==> src/rtl/fft_pkg.sv <==
// Shared defaults and state encoding for the FFT post-processing blocks.
package fft_pkg;

  localparam int unsigned DEF_WIDTH     = 12;
  localparam int unsigned DEF_LOG2_N    = 6;
  localparam int unsigned DEF_MAG_WIDTH = 2 * DEF_WIDTH + 2;

  typedef enum logic {
    WAIT_SYNC = 1'b0,
    SCAN      = 1'b1
  } state_t;

endpackage

==> src/rtl/fft_peak_detect.sv <==
// Tracks the largest magnitude-squared bin of each FFT output frame and reports
// it one clock after the last bin; framing errors are flagged and the frame dropped.
module fft_peak_detect
  import fft_pkg::*;
#(
  parameter int unsigned WIDTH     = DEF_WIDTH,
  parameter int unsigned LOG2_N    = DEF_LOG2_N,
  parameter int unsigned MAG_WIDTH = 2 * WIDTH + 2,
  parameter int unsigned SKIP_BINS = 1,
  parameter bit          HALF_ONLY = 1'b1
) (
  input  logic                 clk,
  input  logic                 reset,
  input  logic                 ce,
  input  logic                 sync,
  input  logic [MAG_WIDTH-1:0] mag,
  output logic [LOG2_N-1:0]    peak_bin,
  output logic [MAG_WIDTH-1:0] peak_mag,
  output logic                 peak_valid,
  output logic                 frame_err
);

  localparam int unsigned N     = 1 << LOG2_N;
  localparam int unsigned LIMIT = HALF_ONLY ? N / 2 : N;
  localparam int unsigned BW    = LOG2_N + 1;

  state_t                r_state;
  state_t                w_state_nxt;
  logic [LOG2_N-1:0]     r_cnt;
  logic [MAG_WIDTH-1:0]  r_max;
  logic [LOG2_N-1:0]     r_max_bin;
  logic                  r_have;
  logic [LOG2_N-1:0]     r_peak_bin;
  logic [MAG_WIDTH-1:0]  r_peak_mag;
  logic                  r_peak_valid;
  logic                  r_frame_err;

  logic                  w_proc;
  logic                  w_restart;
  logic                  w_err;
  logic [LOG2_N-1:0]     w_bin;
  logic                  w_have_base;
  logic [MAG_WIDTH-1:0]  w_max_base;
  logic [LOG2_N-1:0]     w_max_bin_base;
  logic                  w_cand;
  logic                  w_take;
  logic                  w_last;
  logic [MAG_WIDTH-1:0]  w_max_nxt;
  logic [LOG2_N-1:0]     w_max_bin_nxt;

  // State register
  always_ff @(posedge clk) begin
    if (!reset) r_state <= WAIT_SYNC;
    else        r_state <= w_state_nxt;
  end

  // Next-state logic
  always_comb begin
    w_state_nxt = r_state;
    if (ce) begin
      case (r_state)
        WAIT_SYNC: if (sync) w_state_nxt = SCAN;
        SCAN:      if (r_cnt == '0 && !sync) w_state_nxt = WAIT_SYNC;
        default:   w_state_nxt = WAIT_SYNC;
      endcase
    end
  end

  // Per-sample decode: which bin this sample is, whether it opens a frame, framing errors
  always_comb begin
    w_proc    = 1'b0;
    w_restart = 1'b0;
    w_err     = 1'b0;
    w_bin     = r_cnt;
    if (ce) begin
      case (r_state)
        WAIT_SYNC: begin
          if (sync) begin
            w_proc    = 1'b1;
            w_restart = 1'b1;
            w_bin     = '0;
          end
        end
        SCAN: begin
          if (r_cnt == '0) begin
            if (sync) begin
              w_proc    = 1'b1;
              w_restart = 1'b1;
            end else begin
              w_err     = 1'b1;
            end
          end else if (sync) begin
            w_err     = 1'b1;
            w_proc    = 1'b1;
            w_restart = 1'b1;
            w_bin     = '0;
          end else begin
            w_proc    = 1'b1;
          end
        end
        default: ;
      endcase
    end
  end

  // Running maximum update; a new frame starts from an empty maximum
  always_comb begin
    w_have_base    = w_restart ? 1'b0 : r_have;
    w_max_base     = w_restart ? '0 : r_max;
    w_max_bin_base = w_restart ? '0 : r_max_bin;
    w_cand         = w_proc && ({1'b0, w_bin} >= BW'(SKIP_BINS))
                            && ({1'b0, w_bin} <  BW'(LIMIT));
    w_take         = w_cand && (!w_have_base || (mag > w_max_base));
    w_max_nxt      = w_take ? mag   : w_max_base;
    w_max_bin_nxt  = w_take ? w_bin : w_max_bin_base;
    w_last         = w_proc && (&w_bin);
  end

  // Datapath and registered outputs
  always_ff @(posedge clk) begin
    if (!reset) begin
      r_cnt        <= '0;
      r_max        <= '0;
      r_max_bin    <= '0;
      r_have       <= 1'b0;
      r_peak_bin   <= '0;
      r_peak_mag   <= '0;
      r_peak_valid <= 1'b0;
      r_frame_err  <= 1'b0;
    end else begin
      r_peak_valid <= w_last;
      r_frame_err  <= w_err;
      if (w_proc) begin
        r_cnt     <= w_bin + LOG2_N'(1);
        r_max     <= w_max_nxt;
        r_max_bin <= w_max_bin_nxt;
        r_have    <= w_have_base | w_cand;
      end
      if (w_last) begin
        r_peak_bin <= w_max_bin_nxt;
        r_peak_mag <= w_max_nxt;
      end
    end
  end

  assign peak_bin   = r_peak_bin;
  assign peak_mag   = r_peak_mag;
  assign peak_valid = r_peak_valid;
  assign frame_err  = r_frame_err;

endmodule

==> config.mk <==
export PLATFORM = sky130hd
export DESIGN_NAME = fft_peak_detect
export DESIGN_NICKNAME = d
export VERILOG_FILES = /design/src/rtl/fft_pkg.sv /design/src/rtl/fft_peak_detect.sv
export SDC_FILE = /design/constraint.sdc
export NUM_CORES = 1
export LEC_CHECK = 0
export ABC_AREA = 1
export BUFFER_PORTS_ARGS = -buffer_cell sky130_fd_sc_hd__buf_2
export CAP_MARGIN = 20
export CORE_MARGIN = 5
export CORE_UTILIZATION = 55
export CTS_BUF_LIST = sky130_fd_sc_hd__clkbuf_16
export DETAILED_ROUTE_END_ITERATION = 10
export PLACE_DENSITY = 0.77
export SYNTH_ARGS = -nofsm -noshare
export SYNTH_HDL_FRONTEND = slang
export SYNTH_SLANG_ARGS = --single-unit
==> constraint.sdc <==
create_clock -name clk -period 5.4 [get_ports clk]
set_clock_uncertainty 0.05 [all_clocks]
set_input_delay 0 -clock clk [delete_from_list [all_inputs] [get_ports clk]]
set_output_delay 0 -clock clk [all_outputs]
set_load 0.005 [all_outputs]
==> flow_metrics.tcl, run 1 <==
set metrics [dict create \
    cts-htree-levels 3 \
    wl_met2_um 5270 \
    internal_power_w 0.00101 \
    slew_violations 0 \
    yosysSeqAreaShare 0.323 \
    setup_viol 0 \
    antenna_found_initial 0 \
    wl_per_cell_um 13.1 \
    rrSetupSlack_ps 2190 \
    cp_num_buf_inv 6 \
    placed_area_um2 4870 \
    hold_path_depth 5 \
    clk_latency_ps 330 \
    cp-end-kind "flop" \
    wl_met3_um 769 \
    drt-initial-drc-count 283 \
    cts_buffer_depth 2 \
    swShare 0.281 \
    cpMaxStageDelayCell "clkinv_1" \
    syn_nets 743 \
    fp.dieH_um 101 \
    placed_cells 821 \
    post_drt_via_cell_ratio 5.18 \
    first_pass_iters 4 \
    design.die.area_um2 10300 \
    worstReg2RegStart "r_cnt[5]$_SDFFE_PN0P_" \
    worstSetupStartpointType "input pin" \
    r2r_end "r_cnt[0]$_SDFFE_PN0P_" \
    root_buffer "clkbuf_16" \
    grt_pass1_wl_um 18700 \
    rows 33 \
    path_class "in -> reg" \
    crit_arrival_ps 4100 \
    vias 4360 \
    clkPwrFrac 0.405 \
    met1_length_um 4880 \
    cts_buffers 9 \
    postRouteAntennaNets 0 \
    slew_headroom 0.312 \
    min_period_ps 3870 \
    drive_gt1_frac 0.161 \
    p_per_area_nw_per_um2 270 \
    routed_wl_um 11100 \
    initial_core_util 0.562 \
    synth_warnings 0 \
    p_sw_w 0.000396 \
    cap_violations 0 \
    synth_cells 682 \
    area.growth.synth_to_final_pct 13.4 \
    holdPathEnd "r_max[2]$_SDFFE_PN0P_" \
    antennaDiodeCount 0 \
    r2r_cells 10 \
    crit_required_ps 5630 \
    dp_hpwl_um 7290 \
    clock-sinks 74 \
    top_layer "met4" \
    cts_tree "built" \
    ys_ff_latch 74 \
    syn_avg_cell_area_um2 6.73 \
    worst_pin_slew_ps 1030 \
    tns_ps 0 \
    p_seq_frac 0.411 \
    period_share 0.717 \
    nets 793 \
    io_pins 64 \
    hold_path_class "in -> reg" \
    worstPathCellList "dlygate4sd3_1, buf_2, nand2_2, clkinv_1, nor2_1, inv_1, ha_1, nand2_1, nor2_1, nand2_1, nor2_1, nand2_1, nand3_1, nand2_1, nand2_1, buf_4, nand3_1, nand3_1, nand2_1, inv_1" \
    ys_types 31 \
    die_w_um 101 \
    fmax_mhz 258 \
    cp_max_fo 34 \
    ir_drop_mv 0.157 \
    cts.clk_slew.worst_paths_ps 60 \
    critical-path-top-delay-family "buffers and inverters" \
    outcome "complete, no violations" \
    rsz0062_at_grt "no" \
    coreArea_um2 8180 \
    critPathMaxStageDelay_ps 820 \
    p_leak_nw 2.74 \
    hold_viol 0 \
    final_area_um2 5210 \
    cp_common_cell "nand2_1" \
    fin_cells 842 \
    cts_setup_buffers 0 \
    grt_pass1_vias 4126 \
    path_depth 20 \
    drc 0 \
    portBuffers 63 \
    share_comb_of_total_power 0.184 \
    holdCritStartpoint "mag[2]" \
    grt_max_degree 65 \
    grt_usage 0.224 \
    overflow 0 \
    cts-resized-gates 0 \
    place.gp.congestion 0.897 \
    netlist_area_um2 4590 \
    startpoint "ce" \
]
==> worst reg2reg max path: stages, from the launching register on <==
cell and delay, ps:
dfxtp_1 350, nor4_1 290, nand3_1 100, inv_1 90, ha_1 140, nand2_1 80
nand2_2 640, clkinv_1 690, buf_4 430, o21ai_0 180, a21oi_1 50
==> kinds of logic (layout without fill, tap and decap cells) <==
logic type               Yosys count  in the layout  share of synthesized area
AND/OR/NAND/NOR                  305            305                      0.304
XOR/XNOR                           1              1                    0.00191
flip-flops                        74             74                      0.323
buffers and inverters            179            234                      0.163
AO/OA/AOI/OAI                     92             92                      0.124
adder cells (fa/ha/maj)           31             31                     0.0845
==> synthesized netlist by cell type <==
cell        n  area (um^2)
a221oi_1    1         8.76
nand2_2    31          194
inv_1     143          537
a21oi_2     2         17.5
a31oi_1     1         6.26
buf_4       3         22.5
clkbuf_1   13         48.8
a21boi_4    1         18.8
nor2_4      1         11.3
nand2_4     1         11.3
inv_2       2         7.51
ha_1       31          388
nor3_1      1         5.00
and3_1      1         6.26
nand3_2     1         10.0
o21ai_0     5         25.0
buf_6       7         78.8
nand2_1   113          424
a21o_1      1         7.51
nor4_1      1         6.26
nor2_1     50          188
buf_2       9         45.0
a21boi_0    1         7.51
clkinv_1    2         7.51
nand3_1   104          521
dfxtp_1    74         1480
o21ai_1     1         5.00
o21a_1     31          233
a21oi_1    48          240
nor4_4      1         21.3
xor2_1      1         8.76
==> per-stage QoR <==
step                      utilization  setup slack, ps  total power, W  hold slack [ps]
after floorplan                     -             3220        0.000790             58.2
after global placement          0.595             2040        0.000831              253
after detailed placement        0.595             1830        0.000842              281
after CTS                       0.634             1580         0.00142            0.663
after global routing            0.637             1260         0.00149             20.7
final                           0.637             1530         0.00141             8.18
==> final cells by class <==
type	count	area, um^2
fillers	760	2970
multi-input cells	429	2360
flip-flops and latches	74	1480
inverters	147	552
repair buffers	71	398
clock buffers	9	225
well taps	105	131
clock inverters	7	55.1
==> state kept, by name, summed over array words and instances, names as in the netlist <==
name / count
peak_bin: 6
r_max_bin: 6
peak_valid: 1
r_cnt: 6
peak_mag: 26
r_state: 1
r_max: 26
frame_err: 1
r_have: 1
==> metal layers <==
metal,vias up,global-route usage
met5,-,0
met4,0,0.0716
met3,10,0.0503
met2,141,0.383
met1,1986,0.278
li1,2223,-
==> power by group through the flow <==
stage | combinational, W | clock, W | sequential [W]
global placement | 0.000242 | 0 | 0.000589
global route | 0.000297 | 0.000613 | 0.000580
finish | 0.000259 | 0.000570 | 0.000578
floorplan | 0.000203 | 0 | 0.000588
CTS | 0.000257 | 0.000580 | 0.000578
detailed placement | 0.000252 | 0 | 0.000590
==> layout by cell type, fill, tap and decap left out, drive strengths merged, types with 9 or more instances in the layout <==
cell,Yosys,routed
a21oi,50,50
o21a,31,31
dfxtp,74,74
nor2,51,51
clkbuf,13,9
nand2,145,145
buf,19,67
nand3,105,105
inv,145,149
ha,31,31
==> worst max path at each step <==
stage,endpoint
global route,r_max[8]$_SDFFE_PN0P_
global placement,peak_mag[0]$_SDFFE_PN0P_
floorplan,r_max[10]$_SDFFE_PN0P_
CTS,peak_bin[3]$_SDFFE_PN0P_
detailed placement,peak_bin[2]$_SDFFE_PN0P_
finish,peak_bin[2]$_SDFFE_PN0P_
==> timing repair <==
item,CTS,global route
hold buffers,4,0
endpoints found under the setup margin,0,0
hold endpoints to repair,8,0
No activity file was read; power rests on OpenSTA's default activity.
==> run 2, diff against run 1 <==
- ABC_AREA: 1 -> 0
- CORE_UTILIZATION: 55 -> 50
- PLACE_DENSITY: 0.77 -> 0.76
- clock period: 5.4 -> 3.35 ns (I/O delays scaled with it)
==> run 2 against run 1 <==
  * Routed wire length decreased by 25%
  * Via count is 29% lower
  * Highest routed layer unchanged
  * Die area down 17%
  * Largest power group is now clock
  * First-iteration DRC count decreased by 55%
  * Critical path depth shrank 11
  * Non-clock buffer count increased by 27
  * Hold slack better by 44 ps
  * Register-to-register slack worse by 1900 ps
  * Critical path type is now reg -> reg
  * Clock-buffer cell count unchanged
  * Largest cell class unchanged
==> flow_metrics.tcl, run 2 <==
set metrics [dict create \
    crit_required_ps 3570 \
    cts_tree "built" \
    cts_buffer_depth 2 \
    overflow 0 \
    synth_area_leaders "dfxtp_1 44%, ha_1 11%, nand2_1 11%" \
    clk_latency_ps 330 \
    grt_pass1_vias 3000 \
    final_common_cell "nand2_1" \
    syn_nets 451 \
    wl_met3_um 455 \
    fin_cells 561 \
    vias 3097 \
    startpoint "r_max[7]$_SDFFE_PN0P_" \
    tns_ps 0 \
    ys_types 42 \
    wl_per_cell_um 14.8 \
    hold_viol 0 \
    yosysMostFrequentCell "nand2_1" \
    fp.dieH_um 92.4 \
    layout_common_cells "99 x nand2_1, 74 x dfxtp_1, 63 x buf_2" \
    antenna_found_initial 0 \
    ys.flop_type "dfxtp_1" \
    yosysTopAreaCellShare 0.436 \
    drc 0 \
    yosys-top-cells-count "99 x nand2_1, 74 x dfxtp_1, 43 x a21oi_1, 31 x ha_1, 26 x a22o_1" \
    power_w 0.00204 \
    fin_util 0.652 \
    io_pins 64 \
    fmax_mhz 332 \
    path_class "reg -> reg" \
    wl_met2_um 3880 \
    ys_ff_latch 74 \
    grt_max_degree 40 \
    cts_buffers 9 \
    yosysSeqAreaShare 0.436 \
    cts.clk_slew.worst_paths_ps 60 \
    met1_length_um 3810 \
    design.die.area_um2 8540 \
    ir_drop_mv 0.239 \
    rsz0062_at_grt "no" \
    initial_core_util 0.505 \
    min_period_ps 3010 \
    syn_avg_cell_area_um2 8.71 \
    die_w_um 92.4 \
    drt-initial-drc-count 127 \
    cap_violations 0 \
    worst_pin_slew_ps 666 \
    setup_viol 0 \
    portBuffers 63 \
    grt_pass1_wl_um 13800 \
    cts-htree-levels 3 \
    area.growth.synth_to_final_pct 29.0 \
    placed_cells 516 \
    crit_arrival_ps 3240 \
    cp_max_fo 16 \
    ys_async_sr_fraction 0 \
    period_share 0.900 \
    outcome "complete, no violations" \
    nets 538 \
    slew_headroom 0.556 \
    synth_warnings 0 \
    slew_violations 0 \
    cp-end-kind "flop" \
    synth_top_area_cell "dfxtp_1" \
    coreArea_um2 6720 \
    holdWs_ps 52.4 \
    antennaDiodeCount 0 \
    grt_usage 0.201 \
    top_layer "met4" \
    first_pass_iters 4 \
    routed_wl_um 8330 \
    clock-sinks 74 \
    post_drt_via_cell_ratio 5.52 \
    synth_cells 390 \
    synth-edff-count 0 \
    rows 30 \
    p_per_area_nw_per_um2 466 \
    worstSetupStartpointType "flop" \
    netlist_area_um2 3400 \
    p_leak_nw 1.81 \
    holdCritStartpoint "sync" \
    drive_gt1_frac 0.187 \
    dp_hpwl_um 5510 \
    worstReg2RegStart "r_max[7]$_SDFFE_PN0P_" \
    place.gp.congestion 0.845 \
    root_buffer "clkbuf_16" \
    postRouteAntennaNets 0 \
    hold_path_class "in -> reg" \
]
==> run 2: cell types whose count changed after synthesis, moves of 9 or more <==
| cell | change |
|---|---|
| nand3_1 | -103 |
| nand2_2 | -31 |
| nand2_1 | -14 |
| a22o_1 | +26 |
| inv_1 | -137 |
| o21ai_0 | +9 |
| o21a_1 | -28 |
| nor2_1 | -32 |
==> run 2: timing repair <==
action                                 4_1_cts  5_1_grt
hold buffers                                28        0
endpoints found under the hold margin       33        0
setup buffers                                0        0
resized for setup                            0        0
==> run 2: worst paths after layout <==
path	end	slack (ps)	cells after the start
setup / recovery	r_max[23]$_SDFFE_PN0P_	340	9
hold / removal	frame_err$_SDFF_PN0_	50	4
setup reg to reg	r_max[23]$_SDFFE_PN0P_	340	9
hold reg to reg	peak_mag[10]$_SDFFE_PN0P_	400	2
==> run 2: critical path, stage by stage, from the launching register on <==
cell and delay [ps]:
dfxtp_1 370, nand2_1 70, ha_1 320, a211oi_2 240, nor2_1 70, a2111o_1 430, a211oi_4 390, o31a_1 620
buf_8 240, a22o_1 130
==> run 2: final cells by class <==
class,instances,area (um^2)
tap,80,100
timing repair buffer,98,688
inverter,6,22.5
multi-input combinational,288,1800
sequential,74,1480
clock inverter,6,58.8
clock buffer,9,225
fill,583,2340
==> run 2: layer usage <==
metal / up-vias / global-route usage
li1: 1562 / -
met1: 1433 / 0.244
met2: 84 / 0.341
met3: 18 / 0.0455
met4: 0 / 0.0866
met5: - / 0
==> run 2: per-stage QoR <==
stage	setup slack, ps	cell area (um^2)
2_1_floorplan	375	3400
3_3_place_gp	161	3770
3_5_place_dp	55.1	3770
4_1_cts	116	4340
5_1_grt	128	4380
6_report	335	4380
==> run 2: cell families after synthesis <==
kind of cell / share of synthesized area
AOI/OAI and AO/OA: 0.220
adders and majority gates: 0.114
buffers and inverters: 0.0372
DFF: 0.436
and+or+nand+nor: 0.192
==> run 2: power breakdown <==
group / internal [W] / total [W] / switching (W)
clock network: 0.000566 / 0.000922 / 0.000355
logic: 0.0000971 / 0.000206 / 0.000109
registers: 0.000897 / 0.000912 / 0.0000147
total: 0.00156 / 0.00204 / 0.000479
